**config.mk**
```make
export PLATFORM = sky130hd
export DESIGN_NAME = btn_operand_entry
export DESIGN_NICKNAME = d
export VERILOG_FILES = /design/src/rtl/riscv_input_pkg.sv /design/src/rtl/btn_debounce.sv /design/src/rtl/btn_operand_entry.sv
export SDC_FILE = /design/constraint.sdc
export NUM_CORES = 1
export LEC_CHECK = 0
export CAP_MARGIN = 0
export CORE_UTILIZATION = 45
export CTS_BUF_LIST = sky130_fd_sc_hd__clkbuf_8 sky130_fd_sc_hd__clkbuf_16
export DETAILED_ROUTE_END_ITERATION = 10
export PLACE_DENSITY_LB_ADDON = 0.05
export SLEW_MARGIN = 0
export SYNTH_ARGS = -nofsm -noshare
export SYNTH_HDL_FRONTEND = slang
export SYNTH_SLANG_ARGS = --single-unit
```
**constraint.sdc**
```tcl
create_clock -name clk -period 2.4 [get_ports clk]
set_input_delay 0.48 -clock clk [delete_from_list [all_inputs] [get_ports clk]]
set_output_delay 0.48 -clock clk [all_outputs]
set_load 0.02 [all_outputs]
```
**src/rtl/riscv_input_pkg.sv**
```systemverilog
// Shared definitions for the front-panel input stage: entry FSM states,
// digit width, button indices (index order is the action priority) and
// digit wrap helpers.
// Build option: OPERAND_BCD_EN selects decimal digits (0-9) instead of hex.
package riscv_input_pkg;

    typedef enum logic [1:0] {
        EDIT  = 2'd0,
        START = 2'd1,
        WAIT  = 2'd2
    } entry_state_t;

    localparam int unsigned DIGIT_W = 4;

    // Lower index wins when several presses arrive in the same cycle.
    localparam int unsigned BTN_CENTER = 0;
    localparam int unsigned BTN_UP     = 1;
    localparam int unsigned BTN_DOWN   = 2;
    localparam int unsigned BTN_LEFT   = 3;
    localparam int unsigned BTN_RIGHT  = 4;
    localparam int unsigned NUM_BTNS   = 5;

`ifdef OPERAND_BCD_EN
    localparam logic [DIGIT_W-1:0] DIGIT_MAX = 4'd9;
`else
    localparam logic [DIGIT_W-1:0] DIGIT_MAX = 4'hF;
`endif

    function automatic logic [DIGIT_W-1:0] digit_inc(input logic [DIGIT_W-1:0] d);
        return (d >= DIGIT_MAX) ? '0 : d + 1'b1;
    endfunction

    function automatic logic [DIGIT_W-1:0] digit_dec(input logic [DIGIT_W-1:0] d);
        return (d == '0) ? DIGIT_MAX : d - 1'b1;
    endfunction

endpackage

```
**src/rtl/btn_debounce.sv**
```systemverilog
// One push-button conditioner: 2-flop synchronizer, consecutive-cycle
// debouncer with a stable level, and a registered one-cycle press pulse on
// each accepted 0->1 transition of the stable level.
module btn_debounce #(
    parameter int unsigned DEBOUNCE_CYCLES = 1000000
) (
    input  logic clk,
    input  logic rst,
    input  logic btn_raw,
    output logic press
);

    localparam int unsigned CNT_W = $clog2(DEBOUNCE_CYCLES + 1);
    localparam logic [CNT_W-1:0] CNT_LAST = CNT_W'(DEBOUNCE_CYCLES - 1);

    logic             sync0;
    logic             sync1;
    logic             stable;
    logic             stable_d;
    logic [CNT_W-1:0] cnt;

    // Synchronize, count disagreeing cycles, flip the stable level, pulse on rise.
    // The counter restarts on every flip, so it never exceeds CNT_LAST.
    always_ff @(posedge clk) begin
        if (rst) begin
            sync0    <= 1'b0;
            sync1    <= 1'b0;
            stable   <= 1'b0;
            stable_d <= 1'b0;
            cnt      <= '0;
            press    <= 1'b0;
        end else begin
            sync0    <= btn_raw;
            sync1    <= sync0;
            stable_d <= stable;
            press    <= stable & ~stable_d;
            if (sync1 == stable) begin
                cnt <= '0;
            end else if (cnt == CNT_LAST) begin
                stable <= sync1;
                cnt    <= '0;
            end else begin
                cnt <= cnt + 1'b1;
            end
        end
    end

endmodule

```
**src/rtl/btn_operand_entry.sv**
```systemverilog
// Front-panel operand entry: five debounced buttons edit a multi-digit
// operand under a cursor and launch a calculation on the core, holding off
// edits until the core signals completion.
// Build option: OPERAND_BCD_EN selects decimal digits (0-9) instead of hex.
module btn_operand_entry
    import riscv_input_pkg::*;
#(
    parameter int unsigned DEBOUNCE_CYCLES = 1000000,
    parameter int unsigned DIGITS          = 4
) (
    input  logic                        clk,
    input  logic                        rst,
    input  logic                        btn_center_in,
    input  logic                        btn_up_in,
    input  logic                        btn_left_in,
    input  logic                        btn_down_in,
    input  logic                        btn_right_in,
    input  logic                        calc_done,
    output logic [DIGIT_W*DIGITS-1:0]   operand,
    output logic [$clog2(DIGITS)-1:0]   cursor,
    output logic                        calc_start,
    output logic                        busy
);

    localparam int unsigned CUR_W = $clog2(DIGITS);
    localparam logic [CUR_W-1:0] CUR_LAST = CUR_W'(DIGITS - 1);

    logic [NUM_BTNS-1:0]       btn_raw;
    logic [NUM_BTNS-1:0]       press;
    entry_state_t              state;
    entry_state_t              state_next;
    logic [DIGIT_W*DIGITS-1:0] operand_next;
    logic [CUR_W-1:0]          cursor_next;
    logic [DIGIT_W-1:0]        digit_sel;

    assign btn_raw[BTN_CENTER] = btn_center_in;
    assign btn_raw[BTN_UP]     = btn_up_in;
    assign btn_raw[BTN_DOWN]   = btn_down_in;
    assign btn_raw[BTN_LEFT]   = btn_left_in;
    assign btn_raw[BTN_RIGHT]  = btn_right_in;

    for (genvar i = 0; i < NUM_BTNS; i++) begin : g_btn
        btn_debounce #(
            .DEBOUNCE_CYCLES(DEBOUNCE_CYCLES)
        ) u_debounce (
            .clk    (clk),
            .rst    (rst),
            .btn_raw(btn_raw[i]),
            .press  (press[i])
        );
    end

    // State, operand and cursor registers.
    always_ff @(posedge clk) begin
        if (rst) begin
            state   <= EDIT;
            operand <= '0;
            cursor  <= '0;
        end else begin
            state   <= state_next;
            operand <= operand_next;
            cursor  <= cursor_next;
        end
    end

    // Next-state, prioritised edit action and status outputs.
    always_comb begin
        state_next   = state;
        operand_next = operand;
        cursor_next  = cursor;
        digit_sel    = operand[cursor*DIGIT_W +: DIGIT_W];
        case (state)
            EDIT: begin
                if (press[BTN_CENTER]) begin
                    state_next = START;
                end else if (press[BTN_UP]) begin
                    operand_next[cursor*DIGIT_W +: DIGIT_W] = digit_inc(digit_sel);
                end else if (press[BTN_DOWN]) begin
                    operand_next[cursor*DIGIT_W +: DIGIT_W] = digit_dec(digit_sel);
                end else if (press[BTN_LEFT]) begin
                    cursor_next = (cursor == CUR_LAST) ? '0 : cursor + 1'b1;
                end else if (press[BTN_RIGHT]) begin
                    cursor_next = (cursor == '0) ? CUR_LAST : cursor - 1'b1;
                end
            end
            START:   state_next = WAIT;
            WAIT:    if (calc_done) state_next = EDIT;
            default: state_next = EDIT;
        endcase
        calc_start = (state == START);
        busy       = (state != EDIT);
    end

endmodule

```
==> qor.yml, run 1 <==
dr.pass1.iters: 4
cts.clk_slew.worst_paths_ns: 0.06
cts_setup_buffers: 0
synth_compound_area_frac: 0.0285
crit_slowest_cell: "mux4_2"
clock_latency_ns: 0.41
antenna_cells: 0
grt_pass1_vias: 4432
syn_inst: 672
die_h_um: 119
grt_usage: 0.178
fin_skew_ns: 0.00623
syn_nets: 691
critPathMaxStageDelay_ns: 0.62
r2r-start: "cursor[1]$_SDFFE_PP0P_"
pwr-share-clk: 0.507
dieWidth_um: 119
p_switching_mw: 1.03
clock_path_buffers: 2
ys.flop_type: "dfxtp_1"
cts_tree: "yes"
fin_crit_ns: 2.17
end_kind: "register"
num_rows: 42
grt_util_met1: 0.229
cp_max_fo: 7
fmax_ghz: 0.460
yosys.area.top_type: "dfxtp_1"
finalSetupViolations: 0
drc_errors: 0
synth-xor-area-share: 0.140
synth_top_area_share: 0.473
p_leak_nw: 2.43
timing_hold_violations_final: 0
synth_top_family_by_area: "simple AND/OR/NAND/NOR gates"
grtUsageMet2: 0.283
cts.repair.resized: 0
antenna_found_initial: 1
rsz0062_at_grt: "false"
max-vdd-ir-drop_mv: 0.498
startpoint: "cursor[1]$_SDFFE_PP0P_"
muxShareOfSynthArea: 0.0267
drive_gt1_frac: 0.0757
swShare: 0.206
cp_cell_sequence: "mux4_2, or4b_1, o311a_2, o21ai_4, o21ai_1"
syn_to_final_growth_pct: 17.8
ys_ff_latch: 145
busiest_layer: "met2"
holdCritStartpoint: "g_btn[4].u_debounce.stable_d$_SDFF_PP0_"
worstMarginPinSlew_ns: 0.704
ant_nets: 0
cts_buffers: 17
yosys.area_share.simple: 0.287
async_flop_share: 0
synth_common_cells: "dfxtp_1 (145), nor2_1 (139), xor2_1 (52)"
clockRootBuffer: "clkbuf_16"
maxCapViolCount: 0
hold_path_class: "reg2reg"
syn_area_um2: 6140
synthTopCellsByArea: "dfxtp_1 (47%), nor2_1 (8.5%), xor2_1 (7.4%)"
start_kind: "register"
htree_levels: 4
wirelength_um: 11600
first_iter_violations: 267
nNetsFinal: 734
slew_violations: 0
synthAdderAreaFrac: 0.0224
pwr-share-seq: 0.482
synth.avg_cell_area_um2: 9.14
clkSinkCount: 145
grt_max_degree: 27
timing.hold.ws_ns: 0.379
pin_count: 28
io_buffer_count: 27
grt_overflow: 0
setup_tns_ns: 0
vias: 4616
synth_edf_count: 0
yosysWarningCount: 0
final_cells: 903
criticalPathCategory: "reg2reg"
met3_usage: 0.0556
wl_per_cell_um: 12.8
relSlewSlack: 0.526
core-area_um2: 13300
dieArea_um2: 14100
dp.cells: 872
start_util: 0.462
hold_buffers: 0
arrival_ns: 2.47
p_comb_frac: 0.011
hpwl_um: 8050
grt_pass1_wl_um: 20200
status: "finished clean"
synth_cell_types: 43
post_drt_via_cell_ratio: 5.11
synth.most_common_cell: "dfxtp_1"
place.gp.congestion: 0.825
fin_crit_sh: 0.906
p_per_area_nw_per_um2: 695
p_int_mw: 3.99
worst-endpoint-required_ns: 2.70
yosysSeqAreaShare: 0.473
[sequential cells by signal, indices dropped and copies added, names as in the netlist]
signal,cells
cursor,2
g_btn.u_debounce.sync0,5
g_btn.u_debounce.press,5
g_btn.u_debounce.stable,5
state,2
g_btn.u_debounce.cnt,100
g_btn.u_debounce.sync1,5
operand,16
g_btn.u_debounce.stable_d,5
[layout by cell type (no fill, tap or decap), types with 6 or more instances in the layout]
| cell | instances |
|---|---|
| dfxtp_1 | 145 |
| nor2_1 | 139 |
| xor2_1 | 52 |
| xnor2_1 | 46 |
| nand2_1 | 37 |
| nand3_1 | 36 |
| clkdlybuf4s50_1 | 26 |
| nor2b_1 | 21 |
| nand4_1 | 20 |
| clkbuf_16 | 17 |
| inv_1 | 16 |
| and3_1 | 15 |
| nor3_1 | 15 |
| nor4_1 | 15 |
| buf_4 | 15 |
| a22oi_1 | 11 |
| ha_1 | 11 |
| nand2b_1 | 10 |
| and4_1 | 10 |
| nor4b_1 | 9 |
| mux2i_1 | 7 |
| nand3b_1 | 6 |
[path summary, 6_finish.rpt]
path	end	slack [ns]	cells past startpoint
worst max register to register	operand[11]$_SDFFE_PP0P_	0.23	5
worst min register to register	g_btn[4].u_debounce.press$_SDFF_PP0_	0.38	1
worst max-delay path	operand[11]$_SDFFE_PP0P_	0.23	5
worst min-delay path	g_btn[4].u_debounce.press$_SDFF_PP0_	0.38	1
[stage by stage]
stage,utilization,power (mW),area (um2),worst slack (ns)
2_1_floorplan,-,2.51,6140,0.220
3_3_place_gp,0.501,2.53,6660,0.329
3_5_place_dp,0.501,2.53,6660,0.251
4_1_cts,0.545,5.11,7240,0.236
5_1_grt,0.545,5.21,7240,0.118
6_report,0.545,5.03,7240,0.225
[power by group through the flow]
stage	clock network [mW]	registers (mW)	logic (mW)
6_report	2.55	2.42	0.0565
5_1_grt	2.72	2.42	0.0639
4_1_cts	2.63	2.42	0.0585
3_5_place_dp	0	2.48	0.0580
3_3_place_gp	0	2.48	0.0568
2_1_floorplan	0	2.47	0.0340
[per-layer routing]
layer	vias to the layer above	part of all wire
met5	-	0.0012
met4	2	0.012
met3	14	0.029
met2	51	0.46
met1	2177	0.50
li1	2372	-
[cell families (layout without fill, tap and decap cells)]
logic type	count (synthesis)	count (layout)
mux	11	11
flops	145	145
xor+xnor	98	98
compound gates	22	22
buf+inv	34	89
fa+ha+maj	11	11
simple gates	351	351
[area by class of cell]
type,instances,area [um2]
flip-flops and latches,145,2900
inverters,16,60.1
multi-input cells,493,3100
well taps,176,220
fillers,1247,6060
repair buffers,42,378
clock buffers,18,439
clock inverters,13,139
[critical path, delay by kind of cell, from the launching register on]
family	cells	cell delay, ns
AOI/OAI and AO/OA	3	0.44
muxes	1	0.62
and+or+nand+nor	1	0.51
DFF	1	0.48
Power figures use the tool's default switching activity.
==> inputs of run 2 (changes only) <==
CORE_MARGIN = 5   (was not set)
==> run 2 against run 1 <==
  * Hold slack improved by 0.0020 ns
  * Non-clock buffer count decreased by 1
  * Critical path depth unchanged
  * First-iteration DRC count increased by 9.7%
  * Flip-flop and latch count unchanged
  * Register-to-register slack about the same
  * Count of clock-buffer cells in the layout increased by 1
  * Final cell count unchanged
  * Highest routed layer is now met4
  * Via count decreased by 0.61%
  * Fmax about the same
  * Worst setup slack improved by 0.00099 ns
  * Total power decreased by 1.3%
==> qor.yml, run 2 (same netlist as run 1, synthesis figures left out) <==
finalSetupViolations: 0
cp_cell_sequence: "mux4_2, or4b_1, o311a_2, o21ai_4, o21ai_1"
grt_pass1_vias: 4369
cpLargestDelayFamily: "multiplexers"
hpwl_um: 8100
dieArea_um2: 16100
drc_errors: 0
die_h_um: 127
worstMarginPinSlew_ns: 0.680
wl_per_cell_um: 12.9
drive_gt1_frac: 0.0743
post_drt_via_cell_ratio: 5.08
pwr-share-clk: 0.500
pwr-share-seq: 0.488
timing_hold_violations_final: 0
hold_buffers: 0
num_rows: 42
worst-endpoint-required_ns: 2.70
grt_overflow: 0
cts.repair.resized: 0
critical_path_buf_inv_count: 0
slew_violations: 0
htree_levels: 4
dr.pass1.iters: 5
timing.hold.ws_ns: 0.381
r2r_cells: 5
fin_crit_sh: 0.906
hold_path_class: "reg2reg"
clock_path_buffers: 2
design_area_um2: 7220
dieWidth_um: 127
p_comb_frac: 0.011
ant_nets: 0
p_per_area_nw_per_um2: 688
cts_tree: "yes"
mostFrequentLayoutCells: "dfxtp_1 (145), nor2_1 (139), xor2_1 (52), xnor2_1 (46), nand2_1 (37)"
max-vdd-ir-drop_mv: 0.470
io_buffer_count: 27
crit_slowest_cell: "mux4_2"
wirelength_um: 11600
clockRootBuffer: "clkbuf_16"
p_leak_nw: 2.42
fin_skew_ns: 0.00679
p_switching_mw: 1.04
syn_to_final_growth_pct: 17.5
core-area_um2: 13300
fin_crit_ns: 2.17
grt_pass1_wl_um: 20200
largest_reg_flops: 100
cts_buffers: 17
cp_max_fo: 8
p_total_mw: 4.96
grt_usage: 0.152
vias: 4588
grt_max_degree: 29
maxCapViolCount: 0
criticalPathCategory: "reg2reg"
antenna_found_initial: 0
cts_setup_buffers: 0
relSlewSlack: 0.542
reg.largest.list: "g_btn.u_debounce.cnt: 100 flops, operand: 16 flops"
p_int_mw: 3.92
cp_num_cells: 5
place.gp.congestion: 0.850
start_util: 0.462
nNetsFinal: 733
clock_latency_ns: 0.42
max_flop_register: "g_btn.u_debounce.cnt"
setup_tns_ns: 0
dp.cells: 871
start_kind: "register"
antenna_cells: 0
end_kind: "register"
arrival_ns: 2.47
first_iter_violations: 293
pin_count: 28
final_common_cell: "dfxtp_1"
post_dp_cell_area_um2: 6650
rsz0062_at_grt: "false"
critPathMaxStageDelay_ns: 0.63
status: "finished clean"
clkSinkCount: 145
fmax_ghz: 0.460
min_path_cells: 1
cts.clk_slew.worst_paths_ns: 0.06
swShare: 0.210
final_cells: 903
-- run 2: metrics by stage --
step	utilization	worst slack, ns
CTS	0.543	0.218
finish	0.543	0.226
global route	0.543	0.0145
global placement	0.500	0.302
detailed placement	0.500	0.241
floorplan	-	0.220
-- run 2: per-layer routing --
metal  up-vias  part of all wire  wire length (um)  GRT usage
met4         0             0.012               138     0.0492
met1      2146              0.49              5690      0.201
li1       2362                 -                 -          -
met3         9             0.045               523     0.0504
met2        71              0.45              5290      0.234
met5         -                 0                 0          0
-- run 2: final timing paths --
kind / to / slack, ns / start
worst max-delay path: operand[11]$_SDFFE_PP0P_ / 0.23 / cursor[0]$_SDFFE_PP0P_
worst min-delay path: g_btn[0].u_debounce.press$_SDFF_PP0_ / 0.38 / g_btn[0].u_debounce.stable_d$_SDFF_PP0_
worst max register to register: operand[11]$_SDFFE_PP0P_ / 0.23 / cursor[0]$_SDFFE_PP0P_
worst min register to register: g_btn[0].u_debounce.press$_SDFF_PP0_ / 0.38 / g_btn[0].u_debounce.stable_d$_SDFF_PP0_
-- run 2: area by class of cell --
| cell class | count | area (um2) |
|---|---|---|
| clock buffer | 19 | 453 |
| clock inverter | 13 | 111 |
| fill | 1226 | 6080 |
| inverter | 16 | 60.1 |
| multi-input combinational | 493 | 3100 |
| sequential | 145 | 2900 |
| tap | 176 | 220 |
| timing repair buffer | 41 | 370 |
-- run 2: power groups by stage --
| stage | clock [mW] | combinational [mW] | sequential [mW] |
|---|---|---|---|
| global placement | 0 | 0.0566 | 2.48 |
| finish | 2.48 | 0.0564 | 2.42 |
| floorplan | 0 | 0.0340 | 2.47 |
| global route | 2.68 | 0.0630 | 2.42 |
| CTS | 2.55 | 0.0577 | 2.42 |
| detailed placement | 0 | 0.0573 | 2.48 |
